## src/rtl/noc_pe_adapter_pkg.sv

```systemverilog
// rtl/noc_pe_adapter_pkg.sv - shared flit layout helpers and TX FSM encoding
package noc_pe_adapter_pkg;

  // TX output register: nothing offered, or one flit held on the switch port
  typedef enum logic {
    TX_IDLE = 1'b0,
    TX_PEND = 1'b1
  } tx_state_e;

  // Flit = {payload, dest_y, dest_x}, dest_x in the least significant bits
  function automatic int flit_width(input int xs, input int ys, input int dw);
    return xs + ys + dw;
  endfunction

  function automatic int y_lsb(input int xs);
    return xs;
  endfunction

  function automatic int payload_lsb(input int xs, input int ys);
    return xs + ys;
  endfunction

endpackage

```

## src/rtl/noc_pe_adapter_sync_fifo.sv

```systemverilog
// rtl/noc_pe_adapter_sync_fifo.sv - single-clock FIFO with registered storage head
module sync_fifo #(
  parameter int WIDTH = 8,
  parameter int DEPTH = 4
) (
  input  logic             clk,
  input  logic             rstn,
  input  logic             push_i,
  input  logic [WIDTH-1:0] wdata_i,
  input  logic             pop_i,
  output logic [WIDTH-1:0] rdata_o,
  output logic             full_o,
  output logic             empty_o
);

  localparam int AW = $clog2(DEPTH);

  logic [WIDTH-1:0] mem_q [DEPTH];
  logic [AW:0]      wptr_q;
  logic [AW:0]      rptr_q;

  // Extra pointer bit separates full from empty when the indices coincide
  assign empty_o = (wptr_q == rptr_q);
  assign full_o  = (wptr_q[AW] != rptr_q[AW]) && (wptr_q[AW-1:0] == rptr_q[AW-1:0]);
  assign rdata_o = mem_q[rptr_q[AW-1:0]];

  // Storage and pointers; a push while full is only issued together with a pop
  always_ff @(posedge clk or negedge rstn) begin
    if (!rstn) begin
      for (int i = 0; i < DEPTH; i++) mem_q[i] <= '0;
      wptr_q <= '0;
      rptr_q <= '0;
    end else begin
      if (push_i) begin
        mem_q[wptr_q[AW-1:0]] <= wdata_i;
        wptr_q                <= wptr_q + 1'b1;
      end
      if (pop_i) rptr_q <= rptr_q + 1'b1;
    end
  end

endmodule

```

## src/rtl/noc_pe_adapter.sv

```systemverilog
// rtl/noc_pe_adapter.sv - PE to mesh-switch network interface (TX pack/retry, RX buffer/unpack)
module noc_pe_adapter
  import noc_pe_adapter_pkg::*;
#(
  parameter int x_coord     = 0,
  parameter int y_coord     = 0,
  parameter int data_width  = 32,
  parameter int x_size      = 1,
  parameter int y_size      = 1,
  parameter int total_width = flit_width(x_size, y_size, data_width),
  parameter int TX_DEPTH    = 4,
  parameter int RX_DEPTH    = 8,
  parameter int STALL_LIMIT = 16
) (
  input  logic                   clk,
  input  logic                   rstn,
  input  logic                   s_valid,
  output logic                   s_ready,
  input  logic [data_width-1:0]  s_data,
  input  logic [x_size-1:0]      s_dest_x,
  input  logic [y_size-1:0]      s_dest_y,
  output logic                   noc_o_valid,
  input  logic                   noc_i_ready,
  output logic [total_width-1:0] noc_o_data,
  input  logic                   noc_i_valid,
  input  logic [total_width-1:0] noc_i_data,
  output logic                   m_valid,
  input  logic                   m_ready,
  output logic [data_width-1:0]  m_data,
  output logic                   rx_overflow,
  output logic [7:0]             rx_drop_cnt,
  output logic                   tx_stall_err
);

  localparam int YL = y_lsb(x_size);
  localparam int PL = payload_lsb(x_size, y_size);
  localparam int SW = $clog2(STALL_LIMIT + 1);

  logic                   rdy_q;
  logic                   tx_full, tx_empty, tx_push, tx_pop;
  logic [total_width-1:0] tx_head;
  tx_state_e              state_q, state_d;
  logic [total_width-1:0] flit_q, flit_d;
  logic [SW-1:0]          stall_q, stall_d;
  logic                   stall_err_q, stall_err_d;

  logic                   rx_full, rx_empty, rx_push, rx_pop, rx_drop;
  logic                   overflow_q;
  logic [7:0]             drop_cnt_q;
  logic                   unused_rx_coord;

  // ---------------- TX path ----------------
  // rdy_q holds s_ready low during reset and for the release cycle
  assign s_ready = rdy_q & ~tx_full;
  assign tx_push = s_valid & s_ready;

  sync_fifo #(.WIDTH(total_width), .DEPTH(TX_DEPTH)) u_tx_fifo (
    .clk     (clk),
    .rstn    (rstn),
    .push_i  (tx_push),
    .wdata_i ({s_data, s_dest_y, s_dest_x}),
    .pop_i   (tx_pop),
    .rdata_o (tx_head),
    .full_o  (tx_full),
    .empty_o (tx_empty)
  );

  // Output-register FSM and refused-cycle counter; the offer only changes on acceptance
  always_comb begin
    state_d = state_q;
    flit_d  = flit_q;
    stall_d = stall_q;
    tx_pop  = 1'b0;
    case (state_q)
      TX_IDLE: begin
        stall_d = '0;
        if (!tx_empty) begin
          tx_pop  = 1'b1;
          flit_d  = tx_head;
          state_d = TX_PEND;
        end
      end
      TX_PEND: begin
        if (noc_i_ready) begin
          stall_d = '0;
          if (!tx_empty) begin
            tx_pop = 1'b1;
            flit_d = tx_head;
          end else begin
            state_d = TX_IDLE;
          end
        end else if (stall_q != SW'(STALL_LIMIT)) begin
          stall_d = stall_q + 1'b1;
        end
      end
      default: state_d = TX_IDLE;
    endcase
    stall_err_d = stall_err_q | (stall_d == SW'(STALL_LIMIT));
  end

  // TX state registers
  always_ff @(posedge clk or negedge rstn) begin
    if (!rstn) begin
      rdy_q       <= 1'b0;
      state_q     <= TX_IDLE;
      flit_q      <= '0;
      stall_q     <= '0;
      stall_err_q <= 1'b0;
    end else begin
      rdy_q       <= 1'b1;
      state_q     <= state_d;
      flit_q      <= flit_d;
      stall_q     <= stall_d;
      stall_err_q <= stall_err_d;
    end
  end

  assign noc_o_valid  = (state_q == TX_PEND);
  assign noc_o_data   = flit_q;
  assign tx_stall_err = stall_err_q;

  // ---------------- RX path ----------------
  // A full FIFO still accepts when its head leaves in the same cycle
  assign rx_pop  = m_valid & m_ready;
  assign rx_push = noc_i_valid & (~rx_full | rx_pop);
  assign rx_drop = noc_i_valid & rx_full & ~rx_pop;

  sync_fifo #(.WIDTH(data_width), .DEPTH(RX_DEPTH)) u_rx_fifo (
    .clk     (clk),
    .rstn    (rstn),
    .push_i  (rx_push),
    .wdata_i (noc_i_data[total_width-1:PL]),
    .pop_i   (rx_pop),
    .rdata_o (m_data),
    .full_o  (rx_full),
    .empty_o (rx_empty)
  );

  assign m_valid = ~rx_empty;

  // Sticky overflow flag and saturating drop counter
  always_ff @(posedge clk or negedge rstn) begin
    if (!rstn) begin
      overflow_q <= 1'b0;
      drop_cnt_q <= '0;
    end else if (rx_drop) begin
      overflow_q <= 1'b1;
      if (drop_cnt_q != 8'hFF) drop_cnt_q <= drop_cnt_q + 8'd1;
    end
  end

  assign rx_overflow = overflow_q;
  assign rx_drop_cnt = drop_cnt_q;

  // Delivered coordinates are not forwarded; the loopback compare is a diagnostic tap only
  assign unused_rx_coord = ^{noc_i_data[x_size-1:0] == x_size'(x_coord),
                             noc_i_data[PL-1:YL] == y_size'(y_coord)};

endmodule

```

## config.mk

```make
export PLATFORM = sky130hd
export DESIGN_NAME = noc_pe_adapter
export DESIGN_NICKNAME = d
export VERILOG_FILES = /design/src/rtl/noc_pe_adapter_pkg.sv /design/src/rtl/noc_pe_adapter_sync_fifo.sv /design/src/rtl/noc_pe_adapter.sv
export SDC_FILE = /design/constraint.sdc
export NUM_CORES = 1
export LEC_CHECK = 0
export CORE_ASPECT_RATIO = 1.75
export CORE_MARGIN = 10
export CORE_UTILIZATION = 35
export CTS_CLUSTER_DIAMETER = 200
export DETAILED_ROUTE_END_ITERATION = 7
export GPL_TIMING_DRIVEN = 0
export PLACE_DENSITY = 0.56
export SYNTH_ARGS = -nofsm -noshare
export SYNTH_HDL_FRONTEND = slang
export SYNTH_SLANG_ARGS = --single-unit
```

## constraint.sdc

```tcl
create_clock -name clk -period 4.58 [get_ports clk]
set_input_delay 0.458 -clock clk [delete_from_list [all_inputs] [get_ports clk]]
set_output_delay 0.458 -clock clk [all_outputs]
set_load 0.02 [all_outputs]
```

==> run_results.csv, run 1 <==
group,metric,value,unit
run_status,outcome,"complete, no violations",
sta,worst_pin_slew,1.15,ns
clock_network,cts_tree,"yes",
worst_setup_path,path_max_fanout,10,
routing,antenna_left,0,
worst_setup_path,crit_required,4.12,ns
yosys,synth_fp_nets,1286,
floorplan,die_w,202,µm
worst_setup_path,worst-r2r-cell-count,8,
place,io_buffers,150,
global_route,grt_overflow,0,
cells_and_area,fin_util,42.7,%
sta,drv_slew,0,
routing,via_per_inst,5.00,
sta,skew,0.0223,ns
global_route,grtUsageTotal,14.6,%
yosys,synth_area_per_cell,16.9,µm²
routing,wl_met3,2970,µm
worst_setup_path,reg2reg_to,"u_rx_fifo.mem_q[213]",
cells_and_area,postLayoutCellArea,24500,µm²
power_and_ir_drop,p_leak,10.1,nW
worst_setup_path,worstSetupStartpointType,"flop",
routing,wl_met1,18300,µm
clock_network,clk_path_buf_depth,3,
floorplan,die_area,68400,µm²
power_and_ir_drop,p_per_area,795,nW/µm²
cells_and_area,nNetsFinal,1491,
routing,avgRoutedWirePerCell,22.4,µm
cells_and_area,drive_above_1_share,46.2,%
yosys,yosysWarnings,0,
floorplan,ios,153,
power_and_ir_drop,vdd_ir_drop_max,0.457,mV
yosys,synthesis.area,20300,µm²
worst_setup_path,max_stage_delay,0.70,ns
cells_and_area,most-common-layout-cells,"dfrtp_1, mux2_2, clkdlybuf4s50_1",
sta,setup-violations-final,0,
yosys,synth_cell_types,35,
place,dpl_cell_area,22900,µm²
global_route,grt_max_degree,108,
worst_setup_path,slowest_stage,"buf_1",
global_route,grt_pass1_vias,12700,
yosys,ys_ff_latch,457,
clock_network,htreeDepth,2,
routing,met2_wirelength,27000,µm
cells_and_area,antennaDiodeCount,0,
floorplan,initial_core_util,35.4,%
floorplan,die_h,339,µm
sta,clock.fmax,243,MHz
worst_setup_path,endpoint_kind,"output port",
worst_setup_path,crit_type,"reg2out",
worst_setup_path,worstPathCellList,"buf_1 -> buf_1 -> mux4_2 -> mux2_2 -> clkdlybuf4s50_1",
sta,rsz0062_at_grt,"false",
yosys,ys_seq_area_share,56.3,%
routing,drtIter0Drc,376,
cells_and_area,final_common_cell,"dfrtp_1",
worst_setup_path,r2r_slack,1.52,ns
global_route,grt_pass1_wl,77800,µm
clock_network,ctsRootBufferMaster,"clkbuf_16",
sta,maxSlewHeadroom,23.4,%
routing,drt_wl_total,49400,µm
place,gp_congestion,0.744,
routing,dr.pass1.iters,4,
clock_network,numClockSinks,457,
clock_network,postCtsSetupBuffers,0,
worst_setup_path,timing.rr.start,"u_rx_fifo.rptr_q[2]",
sta,fin_crit_sh,89.7,%
global_route,antenna_found_initial,3,
floorplan,num_rows,116,
place,dpl.hpwl,34200,µm
routing,route.detailed.drc,0,
sta,timing.final.crit_period,4.11,ns
clock_network,clkTransAtPathRegs,0.06,ns
worst_setup_path,arrival,3.65,ns
clock_network,cts_buffers,47,
routing,num_vias,11000,
cells_and_area,syn_to_final_growth,20.6,%
worst_setup_path,cpMostUsedCell,"buf_1",
job,cap_violations,0,
floorplan,fp.coreArea,57300,µm²
yosys,syn_inst,1202,
clock_network,clkLatencyLatePin,0.60,ns
hold_path,worstHoldPathType,"in2async",
sta,hold_viol,0,
routing,highest_layer,"met5",
==> cells in the mapped netlist <==
cell,number,area share (%)
and3_1,1,0.031
clkbuf_1,32,0.59
buf_6,14,0.78
o21ai_0,2,0.049
a31oi_1,3,0.092
nand2_1,14,0.26
nand2b_1,2,0.062
nor3_1,4,0.099
xnor2_1,15,0.65
a21boi_0,1,0.037
nor4bb_1,1,0.049
dfrtp_1,457,56
a41o_1,1,0.049
inv_1,12,0.22
nand4_1,3,0.092
mux2_2,419,23
mux4_2,98,11
mux2_4,29,2.1
nor2_1,5,0.092
a21oi_1,4,0.099
conb_1,1,0.018
o2111ai_1,1,0.043
nor2b_1,1,0.031
nand3_1,7,0.17
xor2_1,14,0.60
buf_2,14,0.35
a2111oi_4,8,1.1
and2_1,1,0.031
nor4_1,3,0.092
buf_12,1,0.099
a31o_2,1,0.043
mux2_1,14,0.78
buf_1,8,0.15
ha_1,10,0.62
a311oi_1,1,0.043
==> logic make-up after synthesis <==
logic type / synth area share [%]
compound gates: 1.54
buf+inv: 2.18
flops: 56.3
fa+ha+maj: 0.616
simple gates: 1.01
other cells: 0.0185
mux: 37.0
xor+xnor: 1.25
==> per-layer routing <==
layer	vias up	track usage (%)
met1	5879	15.5
met5	-	0
met4	6	4.30
met2	191	27.1
met3	73	4.14
li1	4882	-
==> worst max-delay path by stage <==
stage | cells past startpoint | slack, ns | endpoint | startpoint
after CTS | 6 | 0.30 | m_data[9] | u_rx_fifo.rptr_q[0]
after global placement | 1 | -17.23 | noc_o_data[31] | rstn
after global routing | 6 | 0.21 | m_data[9] | u_rx_fifo.rptr_q[0]
after detailed placement | 6 | 0.34 | m_data[9] | u_rx_fifo.rptr_q[0]
final | 5 | 0.47 | m_data[9] | u_rx_fifo.rptr_q[1]
after floorplan | 5 | 1.75 | m_data[10] | u_rx_fifo.rptr_q[0]
==> power by group <==
group	internal, mW	total, mW	leakage, nW	switching (mW)
sequential	6.06	7.08	5.52	1.02
combinational	4.86	8.47	3.84	3.61
clock	2.28	3.91	0.753	1.63
==> stage by stage <==
stage	TNS (ns)	cells	setup WS, ns	hold WS, ns	power [mW]
after detailed placement	0	2124	0.341	0.428	15.8
after floorplan	0	1202	1.75	0.162	12.8
final	0	2207	0.473	0.389	19.5
after CTS	0	2207	0.300	0.367	19.9
after global routing	0	2207	0.209	0.399	20.7
after global placement	-7830.23	2119	-17.23	0.463	15.6
==> timing repair <==
action                                  CTS  global route
hold buffers                              1             0
endpoints found under the hold margin    56             0
endpoints found under the setup margin   32             0
gates resized for setup                   9             0
==> worst max-delay path: cells and delay by family (launching register included) <==
family   cells  cell delay [ns]
mux          2             0.69
buf+inv      3             1.89
flops        1             0.47
==> flip-flops by register name, summed over array words and instances, names as in the netlist, 4 cells and up <==
register / flops
u_tx_fifo.mem_q: 136
u_rx_fifo.rptr_q: 4
rx_drop_cnt: 8
stall_q: 5
noc_o_data: 34
u_rx_fifo.mem_q: 256
u_rx_fifo.wptr_q: 4
==> final cells by class <==
| class | instances | area [µm²] |
|---|---|---|
| Tap cell | 767 | 960 |
| Clock buffer | 70 | 1360 |
| Buffer | 69 | 429 |
| Clock inverter | 12 | 188 |
| Sequential cell | 457 | 11400 |
| Timing Repair Buffer | 156 | 1640 |
| Fill cell | 5179 | 32800 |
| Multi-Input combinational cell | 664 | 8430 |
| Inverter | 12 | 45.0 |
(Power assumes the default switching activity.)
==> run 2: changes to the inputs <==
- PLACE_DENSITY: 0.56 -> 0.58
- clock period: 4.58 -> 3.65 ns (I/O delays scaled with it)
==> run 2 against run 1 <==
Effect of this change: final cell count barely moved; highest routed layer unchanged; critical path type unchanged; worst hold slack improved by 0.063 ns; design area up 0.19%.
==> run_results.csv, run 2 (same netlist as run 1, synthesis figures left out) <==
group,metric,value,unit
cells_and_area,seqCellArea,11400,µm²
floorplan,ios,153,
routing,dr.pass1.iters,5,
sta,clock.fmax,286,MHz
power_and_ir_drop,p_int,16.7,mW
clock_network,clk_path_buf_depth,3,
routing,via_per_inst,5.04,
floorplan,fp.coreArea,57300,µm²
power_and_ir_drop,p_switching,7.94,mW
cells_and_area,final_common_cell,"dfrtp_1",
floorplan,die_w,202,µm
sta,rsz0062_at_grt,"true",
clock_network,cts_buffers,46,
run_status,outcome,"complete, no violations",
global_route,antenna_found_initial,4,
sta,hold_viol,0,
global_route,grtUsageTotal,14.6,%
place,pre_cts_ws,-0.565,ns
sta,worst_pin_slew,1.00,ns
cells_and_area,drive_above_1_share,47.2,%
power_and_ir_drop,p_comb_share,43.3,%
global_route,grt_util_met1,16.1,%
clock_network,postCtsSetupBuffers,0,
global_route,use_met2,26.4,%
clock_network,htreeDepth,2,
power_and_ir_drop,vdd_ir_drop_max,0.604,mV
sta,setup-violations-final,0,
power_and_ir_drop,p_leak,10.2,nW
place,dpl_cell_area,22900,µm²
global_route,grt_overflow,0,
worst_setup_path,arrival,3.13,ns
cells_and_area,largest_register_ffs,256,
global_route,grt_pass1_wl,78300,µm
sta,timing.final.crit_period,3.50,ns
routing,drt_wl_total,49300,µm
routing,num_vias,11100,
global_route,use_met3,4.44,%
worst_setup_path,worstSetupStartpointType,"flop",
global_route,grt_pass1_vias,12900,
place,io_buffers,150,
clock_network,clkTransAtPathRegs,0.06,ns
routing,route.detailed.drc,0,
sta,fin_crit_sh,95.8,%
worst_setup_path,path_max_fanout,10,
clock_network,clkLatencyLatePin,0.59,ns
power_and_ir_drop,clkPwrFrac,20.5,%
cells_and_area,top_register,"u_rx_fifo.mem_q",
floorplan,initial_core_util,35.4,%
place,gp_congestion,0.757,
cells_and_area,most-common-layout-cells,"dfrtp_1, mux2_2, clkdlybuf4s50_1",
cells_and_area,fillers,5181,
cells_and_area,nNetsFinal,1488,
worst_setup_path,r2r_slack,0.65,ns
floorplan,die_area,68400,µm²
global_route,grt.busiest_layer,"met2",
global_route,grt_max_degree,122,
power_and_ir_drop,p_seq_share,36.2,%
power_and_ir_drop,p_per_area,1000,nW/µm²
clock_network,cts_tree,"yes",
floorplan,die_h,339,µm
sta,skew,0.0199,ns
place,dpl.hpwl,33900,µm
floorplan,num_rows,116,
cells_and_area,postLayoutCellArea,24500,µm²
clock_network,ctsRootBufferMaster,"clkbuf_16",
sta,setup_ws,0.153,ns
hold_path,worstHoldPathType,"in2async",
cells_and_area,multi_input_area,8430,µm²
job,cap_violations,0,
worst_setup_path,crit_required,3.28,ns
cells_and_area,fin_util,42.8,%
worst_setup_path,endpoint_kind,"output port",
routing,drtIter0Drc,397,
routing,antenna_left,0,
power_and_ir_drop,switching_share,32.3,%
cells_and_area,syn_to_final_growth,20.8,%
routing,avgRoutedWirePerCell,22.4,µm
sta,drv_slew,0,
worst_setup_path,crit_type,"reg2out",
sta,maxSlewHeadroom,33.2,%
clock_network,numClockSinks,457,
[run 2: worst paths after layout]
kind,startpoint,endpoint,cells after the start
max,u_rx_fifo.rptr_q[0],m_data[9],6
min,rstn,u_rx_fifo.mem_q[155],2
min reg2reg,rx_overflow,rx_overflow,1
min in group clk,s_data[2],u_tx_fifo.mem_q[106],2
max in group asynchronous,rstn,u_tx_fifo.mem_q[90],4
max reg2reg,u_rx_fifo.rptr_q[2],u_rx_fifo.mem_q[211],8
[run 2: power by group through the flow]
stage	combinational, mW	sequential, mW	clock, mW
floorplan	7.30	8.79	0
global placement	10.6	8.87	0
detailed placement	10.8	9.00	0
CTS	10.9	8.91	5.23
global route	11.5	9.22	5.40
finish	10.7	8.90	5.04
[run 2: critical path: stages (launching register included)]
cell and delay, ns:
dfrtp_1 0.35, clkbuf_1 0.25, clkbuf_8 0.28, buf_6 0.25, mux4_2 0.52, mux2_2 0.28
clkdlybuf4s50_1 0.61
[run 2: layout make-up]
type | instances | area share, %
clock inverter | 16 | 0.959
multi-input combinational | 664 | 34.3
inverter | 12 | 0.184
clock buffer | 66 | 5.58
antenna | 1 | 0.0102
sequential | 457 | 46.6
tap | 767 | 3.91
timing repair buffer | 154 | 6.56
buffer | 69 | 1.83
[run 2: per-stage QoR]
step	power, mW	TNS [ns]	instances	hold WS, ns
after floorplan	16.1	0	1202	0.0694
after global placement	19.5	-7922.87	2119	0.462
after detailed placement	19.8	-13.06	2122	0.470
after CTS	25.1	0	2205	0.431
after global routing	26.1	-0.0461	2205	0.466
final	24.6	0	2206	0.452
[run 2: what timing repair did]
item / CTS / global route
gates resized for setup: 38 / 8
pin swaps: 0 / 0
endpoints found under the hold margin: 113 / 0
hold buffers: 1 / 0
endpoints found under the setup margin: 32 / 15
[run 2: routing by layer]
metal,share of wire [%],vias to the layer above
met3,6.5,70
met2,53,217
met4,2.2,6
met5,0.077,-
met1,38,5964
li1,-,4871
